==> src/rtl/i2c_write.sv <==
// I2C SDA transmitter: drives one bit per SCL low phase (open-drain style),
// pulls the next bit from an external shift register and watches for arbitration loss.
module i2c_write #(
  parameter int HOLD_CYCLES = 2,
  parameter int HOLD_W      = 8
) (
  input  logic i_clk,
  input  logic i_rst,
  input  logic i_wr_en,
  input  logic i_is_byte,
  input  logic i_arb_en,
  input  logic i_data,
  output logic o_wr_ld,
  output logic o_sda,
  output logic o_arb_lost,
  output logic o_wr_finish,
  input  logic i_scl,
  input  logic i_sda
);

  localparam logic [2:0] S_IDLE    = 3'd0;
  localparam logic [2:0] S_HOLD    = 3'd1;
  localparam logic [2:0] S_DRIVE   = 3'd2;
  localparam logic [2:0] S_HIGH    = 3'd3;
  localparam logic [2:0] S_RELEASE = 3'd4;
  localparam logic [2:0] S_DONE    = 3'd5;
  localparam logic [2:0] S_LOST    = 3'd6;

  localparam logic [HOLD_W-1:0] HOLD_LOAD = HOLD_W'(HOLD_CYCLES - 1);

  logic [2:0]        r_state;
  logic [2:0]        r_bit_cnt;
  logic [HOLD_W-1:0] r_hold_cnt;
  logic              r_scl_last;
  logic              r_is_byte;
  logic              r_sda;
  logic              r_arb_lost;
  logic              r_wr_finish;

  logic w_fall;
  logic w_rise;
  logic w_last_bit;
  logic w_arb_hit;
  logic w_wr_ld;

  assign w_fall     = r_scl_last & ~i_scl;
  assign w_rise     = ~r_scl_last & i_scl;
  assign w_last_bit = ~r_is_byte | (r_bit_cnt == 3'd7);
  // Only meaningful while SCL is high: we release SDA but someone else holds it low.
  assign w_arb_hit  = i_arb_en & r_sda & ~i_sda & i_scl;

  // Asserted in the fall-detect cycle itself so the external register has shifted
  // before the first hold-count edge samples i_data, even with HOLD_CYCLES=1.
  assign w_wr_ld = ~i_rst & i_wr_en & (r_state == S_HIGH) & w_fall & ~w_last_bit;

  always_ff @(posedge i_clk) begin
    if (i_rst) begin
      r_state     <= S_IDLE;
      r_bit_cnt   <= 3'd0;
      r_hold_cnt  <= '0;
      r_scl_last  <= 1'b1;
      r_is_byte   <= 1'b0;
      r_sda       <= 1'b1;
      r_arb_lost  <= 1'b0;
      r_wr_finish <= 1'b0;
    end else begin
      r_scl_last <= i_scl;
      if (!i_wr_en) begin
        r_state     <= S_IDLE;
        r_sda       <= 1'b1;
        r_bit_cnt   <= 3'd0;
        r_arb_lost  <= 1'b0;
        r_wr_finish <= 1'b0;
      end else begin
        case (r_state)
          S_IDLE: begin
            r_is_byte  <= i_is_byte;
            r_hold_cnt <= HOLD_LOAD;
            r_state    <= S_HOLD;
          end
          S_HOLD: begin
            // An early rise here is a timing violation; DRIVE simply waits for the next one.
            if (r_hold_cnt == '0) begin
              r_sda   <= i_data;
              r_state <= S_DRIVE;
            end else begin
              r_hold_cnt <= r_hold_cnt - 1'b1;
            end
          end
          S_DRIVE: begin
            if (w_rise) begin
              if (w_arb_hit) begin
                r_arb_lost <= 1'b1;
                r_sda      <= 1'b1;
                r_state    <= S_LOST;
              end else begin
                r_state <= S_HIGH;
              end
            end
          end
          S_HIGH: begin
            if (w_arb_hit) begin
              r_arb_lost <= 1'b1;
              r_sda      <= 1'b1;
              r_state    <= S_LOST;
            end else if (w_fall) begin
              r_hold_cnt <= HOLD_LOAD;
              if (w_last_bit) begin
                r_state <= S_RELEASE;
              end else begin
                r_bit_cnt <= r_bit_cnt + 3'd1;
                r_state   <= S_HOLD;
              end
            end
          end
          S_RELEASE: begin
            if (r_hold_cnt == '0) begin
              r_sda       <= 1'b1;
              r_wr_finish <= 1'b1;
              r_state     <= S_DONE;
            end else begin
              r_hold_cnt <= r_hold_cnt - 1'b1;
            end
          end
          S_DONE: begin
            r_sda       <= 1'b1;
            r_wr_finish <= 1'b1;
          end
          S_LOST: begin
            r_sda       <= 1'b1;
            r_arb_lost  <= 1'b1;
            r_wr_finish <= 1'b0;
          end
          default: begin
            r_state <= S_IDLE;
            r_sda   <= 1'b1;
          end
        endcase
      end
    end
  end

  assign o_wr_ld     = w_wr_ld;
  assign o_sda       = r_sda;
  assign o_arb_lost  = r_arb_lost;
  assign o_wr_finish = r_wr_finish;

endmodule

==> config.mk <==
export PLATFORM = sky130hd
export DESIGN_NAME = i2c_write
export DESIGN_NICKNAME = d
export VERILOG_FILES = /design/src/rtl/i2c_write.sv
export SDC_FILE = /design/constraint.sdc
export NUM_CORES = 1
export LEC_CHECK = 0
export ABC_AREA = 1
export ABC_CLOCK_PERIOD_IN_PS = 2350
export BUFFER_PORTS_ARGS = -buffer_cell sky130_fd_sc_hd__buf_2
export CAP_MARGIN = 20
export CORE_MARGIN = 2
export CORE_UTILIZATION = 60
export CTS_CLUSTER_DIAMETER = 50
export DETAILED_ROUTE_END_ITERATION = 16
export GPL_ROUTABILITY_DRIVEN = 0
export PLACE_DENSITY_LB_ADDON = 0.3
export SYNTH_ARGS = -nofsm -noshare
export SYNTH_HDL_FRONTEND = slang
export SYNTH_SLANG_ARGS = --single-unit
==> constraint.sdc <==
create_clock -name i_clk -period 2.35 [get_ports i_clk]
set_clock_uncertainty 0.05 [all_clocks]
set_input_delay 0.47 -clock i_clk [delete_from_list [all_inputs] [get_ports i_clk]]
set_output_delay 0.47 -clock i_clk [all_outputs]
set_load 0.1 [all_outputs]
=== After elaboration in Yosys (flattened, before gate mapping) ===
Cells that the tools add are included.

* Output and inout bits: 4
* Register bits after elaboration: 19
* Memories: 0
* ROM bits: 0
* Memory bits (writable): 0
* Bits in latches: 0

* Order comparisons: 0
* Bitwise operators: 20
* Multiply operators: 0
* Divide/modulo/power cells: 0
* Eq/ne operators: 14
* Shift operators: 0
* Multiplexer cells: 21
* Reductions and logical operators: 15
* Add/subtract/negate cells: 2

{| class="wikitable"
|+ Operators with widths
! kind !! count
|-
| $mux 8 || 3
|-
| $pmux 8 s3 || 1
|-
| $mux 3 || 7
|-
| $pmux 3 s6 || 1
|-
| $eq 3x3->1 const B || 4
|-
| $ne 2x2->1 const B || 6
|-
| $not 1->1 || 10
|-
| $reduce_and 5->1 || 2
|-
| $and 1x1->1 || 9
|-
| $reduce_bool 3->1 || 3
|-
| $logic_not 8->1 || 1
|-
| $reduce_and 4->1 || 2
|-
| $sub 8x1->8 const B || 1
|-
| $eq 3x2->1 const B || 2
|-
| $mux 1 || 6
|-
| $pmux 1 s3 || 2
|-
| $reduce_and 2->1 || 3
|-
| $reduce_or 2->1 || 3
|-
| $pmux 1 s5 || 1
|-
| $add 3x1->3 const B || 1
|-
| $eq 3x1->1 const B || 1
|-
| $logic_not 3->1 || 1
|-
| $ne 3x3->1 const B || 1
|-
| $or 1x1->1 || 1
|}

=== Depth between registers and ports, before layout ===
* Word-level depth: 6
* Depth in mapped cells: 11

=== Worst setup path before layout ===
OpenSTA, ideal clock, no wires.

* Path type: register -> output
* Start: reg r_bit_cnt[0]
* End: out o_wr_ld
* Arrival time: 2296 ps
* Path buffers: 0
* Stages on the path, launching flop included: 6
* Setup slack: -466 ps
* Cell sequence: dfxtp_1 ha_1 ha_1 nor3_4 nand2_1 nor2_1

* Word-level cells in the longest chain between the ends: 4

{| class="wikitable"
|+ RTL lines
! item !! RTL line !! source
|-
| start, declared || 32 || <nowiki>logic [2:0] r_bit_cnt;</nowiki>
|-
| start signal, assigned || 111 || <nowiki>r_bit_cnt <= r_bit_cnt + 3'd1;</nowiki>
|-
| $eq 3x3->1 || 48 || <nowiki>assign w_last_bit = ~r_is_byte | (r_bit_cnt == 3'd7);</nowiki>
|-
| $or 1x1->1 || 48 ||
|-
| $not 1->1 (no line) || - ||
|-
| $and 1x1->1 || 54 || <nowiki>assign w_wr_ld = ~i_rst & i_wr_en & (r_state == S_HIGH) & w_fall & ~w_last_bit;</nowiki>
|-
| end, declared || 13 || <nowiki>output logic o_wr_ld,</nowiki>
|}

Every way passes these cells.

=== Final worst setup path ===
* Start: reg r_state[2]
* End: out o_wr_ld

* Word-level cells in the longest chain between the ends: 4

{| class="wikitable"
|+ RTL lines
! item !! RTL line !! source
|-
| start, declared || 31 || <nowiki>logic [2:0] r_state;</nowiki>
|-
| start signal, assigned || 58 || <nowiki>r_state <= S_IDLE;</nowiki>
|-
| start signal, assigned || 69 || <nowiki>r_state <= S_IDLE;</nowiki>
|-
| start signal, assigned || 79 || <nowiki>r_state <= S_HOLD;</nowiki>
|-
| $eq 3x2->1 || 54 ||
|-
| $and 1x1->1 (3 in a row) || 54 ||
|}

Every way passes these cells.

==> impl_metrics.tcl <==
set metrics [dict create \
    worstMarginPinSlew_ns 0.4862 \
    internal_power_consumption_w 0.0006952 \
    drt-pass1-iter-count 4 \
    drv_cap 0 \
    synth-seq-area-share_pct 32.48 \
    p_clk_share_pct 12.2 \
    path_clk_slew_ns 0.11 \
    layout.cells.most_common "nand2_1" \
    grt_setup_unrepaired "false" \
    clock_tree.buffer_depth 2 \
    global_route_wire_length_before_repair_mm 3.884 \
    tritoncts_clock_tree "built" \
    antenna_found_initial 0 \
    rows 15 \
    io-pin-count 12 \
    synth_cell_types 27 \
    synth_top_cells_by_area "dfxtp_1 (32%), nand2_1 (14%), nor2_1 (9.6%)" \
    critical_path_required_ns 1.83 \
    synth_top_cell_by_area "dfxtp_1" \
    die_w_um 48.18 \
    worst_ep_arrival_time_ns 1.68 \
    ant_nets 0 \
    route.met2.wl_mm 1.220 \
    list_of_cells_traversed_by_the_critical_path "inv_2 > nand3_4 > nor3_4 > nand2_2 > nor2_4 > buf_12" \
    report.final.setup_viol 0 \
    uppermost_metal_layer_occupied_by_signal_nets "met4" \
    switchingPower_w 0.0006746 \
    share_seq_of_total_power_pct 32.6 \
    detail_route.wl_per_cell_um 11.35 \
    run_status "finished, final reports clean" \
    synth_nets 188 \
    floorplan.initialDensity_pct 65.68 \
    total_leakage_power_nw 0.6313 \
    most_frequent_cells_in_the_layout "nand2_1 (43), nor2_1 (29), inv_1 (21)" \
    grt_start_max_net_pins 12 \
    clock_buffers_created_by_tritoncts 3 \
    critical_path.top_delay_family "simple AND/OR/NAND/NOR gates" \
    powerDensity_mw_per_mm2 1034 \
    post-route-period-util_pct 93.74 \
    final.min_clock_period_ns 2.203 \
    met1Wirelength_mm 1.046 \
    total_chip_power_w 0.001370 \
    synthesis.instances 176 \
    detailed_route_wirelength_on_metal3_um 126 \
    switching_share_pct 49.25 \
    vdd_ir_drop_max_mv 0.6960 \
    postSynthAreaPerCell_sq_um 6.654 \
    flow.area_growth_from_synthesis_pct 13.14 \
    routed-via-count 1152 \
    yosysTopAreaCellShare_pct 32.48 \
    globalRouteTotalUtil_pct 24.32 \
    critPathCaptureType "output port" \
    fmax_mhz 453.9 \
    drc 0 \
    timing_hold_violations_final 0 \
    nets 205 \
    setup_tns_ns 0 \
    die_h_um 48.18 \
    htree_levels 1 \
    relSlewSlack_pct 67.81 \
    worstSkewPairLatency_ns 0.30 \
    vias_in_the_first_global_route 1007 \
    critical-path-slowest-cell "dfxtp_1" \
    io_buffers 11 \
    dieArea_sq_mm 0.002321 \
    diodes 0 \
    post_route_cells_drive_above_1_share_pct 18.23 \
    yosys_register_bits 19 \
    first_iter_violations 45 \
    worst-path-buf-inv 2 \
    wirelength_mm 2.464 \
    core-area_sq_mm 0.001783 \
    worstSetupPathType "reg -> out" \
    netlist_area_sq_mm 0.001171 \
    clkSinkCount 19 \
    setup.worst_path.start_class "flop" \
    worst_hold_path_type "in -> reg" \
    place_hpwl_mm 1.937 \
    global_route.overflow_total 0 \
    synth_warnings 0 \
    number_of_hold_repair_buffers_added_at_the_cts_stage 0 \
    power_share_of_the_combinational_group_pct 55.2 \
    cts_root_buffer "clkbuf_4" \
    post_drt_via_cell_ratio 5.309 \
    worst_path_largest_cell_delay_ns 0.39 \
    drv_slew 0 \
    critical_path_peak_fanout 8 \
]
## logic make-up after synthesis
logic type                 after synthesis  synth area share (%)
buffers and inverters                   25                 8.762
DFF                                     19                 32.48
adders and majority gates                4                 4.274
and+or+nand+nor                        104                 41.03
xor gates and xnor gates                 4                 2.991
AOI/OAI and AO/OA                       20                 10.47
## power groups by stage
stage          sequential, W  clock [W]  combinational [W]
2_1_floorplan       0.000478          0           0.000569
3_3_place_gp        0.000446          0           0.000711
4_1_cts             0.000442   0.000174           0.000743
5_1_grt             0.000456   0.000190           0.000843
3_5_place_dp        0.000450          0           0.000736
6_report            0.000447   0.000167           0.000756
## path summary, 6_finish.rpt
check / start / to / slack (ns) / cells after the start
setup reg to reg: r_hold_cnt[0] / r_hold_cnt[1] / 0.78 / 9
hold / removal: i_rst / r_hold_cnt[4] / 0.30 / 2
setup / recovery: r_state[2] / o_wr_ld / 0.15 / 6
hold reg to reg: o_arb_lost / o_arb_lost / 0.41 / 2
## synthesized netlist by cell type, drive strengths merged
| master | instances |
|---|---|
| nand3 | 14 |
| nor2 | 34 |
| o211ai | 3 |
| nand2 | 49 |
| or2 | 1 |
| a21oi | 8 |
| inv | 24 |
| nor3 | 3 |
| dfxtp | 19 |
| ha | 4 |
| nand4 | 3 |
| o2111ai | 1 |
| o21bai | 1 |
| o21ai | 7 |
| xor2 | 4 |
| buf | 1 |
## timing repair
item                       in CTS  in global routing
buffers inserted                0                  1
gates resized for setup         0                  2
setup endpoints to repair       0                  1
## layer usage
layer / track usage, % / up-vias
met5: 0 / -
met4: 15.68 / 0
met2: 41.05 / 35
met3: 5.556 / 11
li1: - / 596
met1: 27.21 / 510
## sequential cells by signal, summed over array words and instances (netlist names)
signal / cells
o_arb_lost: 1
r_bit_cnt: 3
r_hold_cnt: 8
o_wr_finish: 1
r_scl_last: 1
r_is_byte: 1
r_state: 3
o_sda: 1
## layout make-up
| type | instances | area [sq um] |
|---|---|---|
| multi-input cells | 132 | 705.7 |
| fillers | 135 | 457.9 |
| flip-flops and latches | 19 | 380.4 |
| inverters | 24 | 95.09 |
| repair buffers | 13 | 85.08 |
| well taps | 25 | 31.28 |
| clock buffers | 3 | 22.52 |
| clock inverters | 1 | 5.005 |
## stage by stage
| stage | util (%) | hold WS [ns] | setup slack [ns] | std cells | instance area (sq um) |
|---|---|---|---|---|---|
| 6_report | 74.32 | 0.3026 | 0.1471 | 217 | 1325 |
| 3_3_place_gp | 71.79 | 0.3866 | 0.4463 | 212 | 1280 |
| 3_5_place_dp | 71.79 | 0.3952 | 0.3899 | 212 | 1280 |
| 4_1_cts | 73.33 | 0.2932 | 0.03668 | 216 | 1308 |
| 2_1_floorplan | - | 0.3991 | 0.2791 | 176 | 1179 |
| 5_1_grt | 74.32 | 0.2936 | 0.04608 | 217 | 1325 |
(Power assumes the default switching activity.)
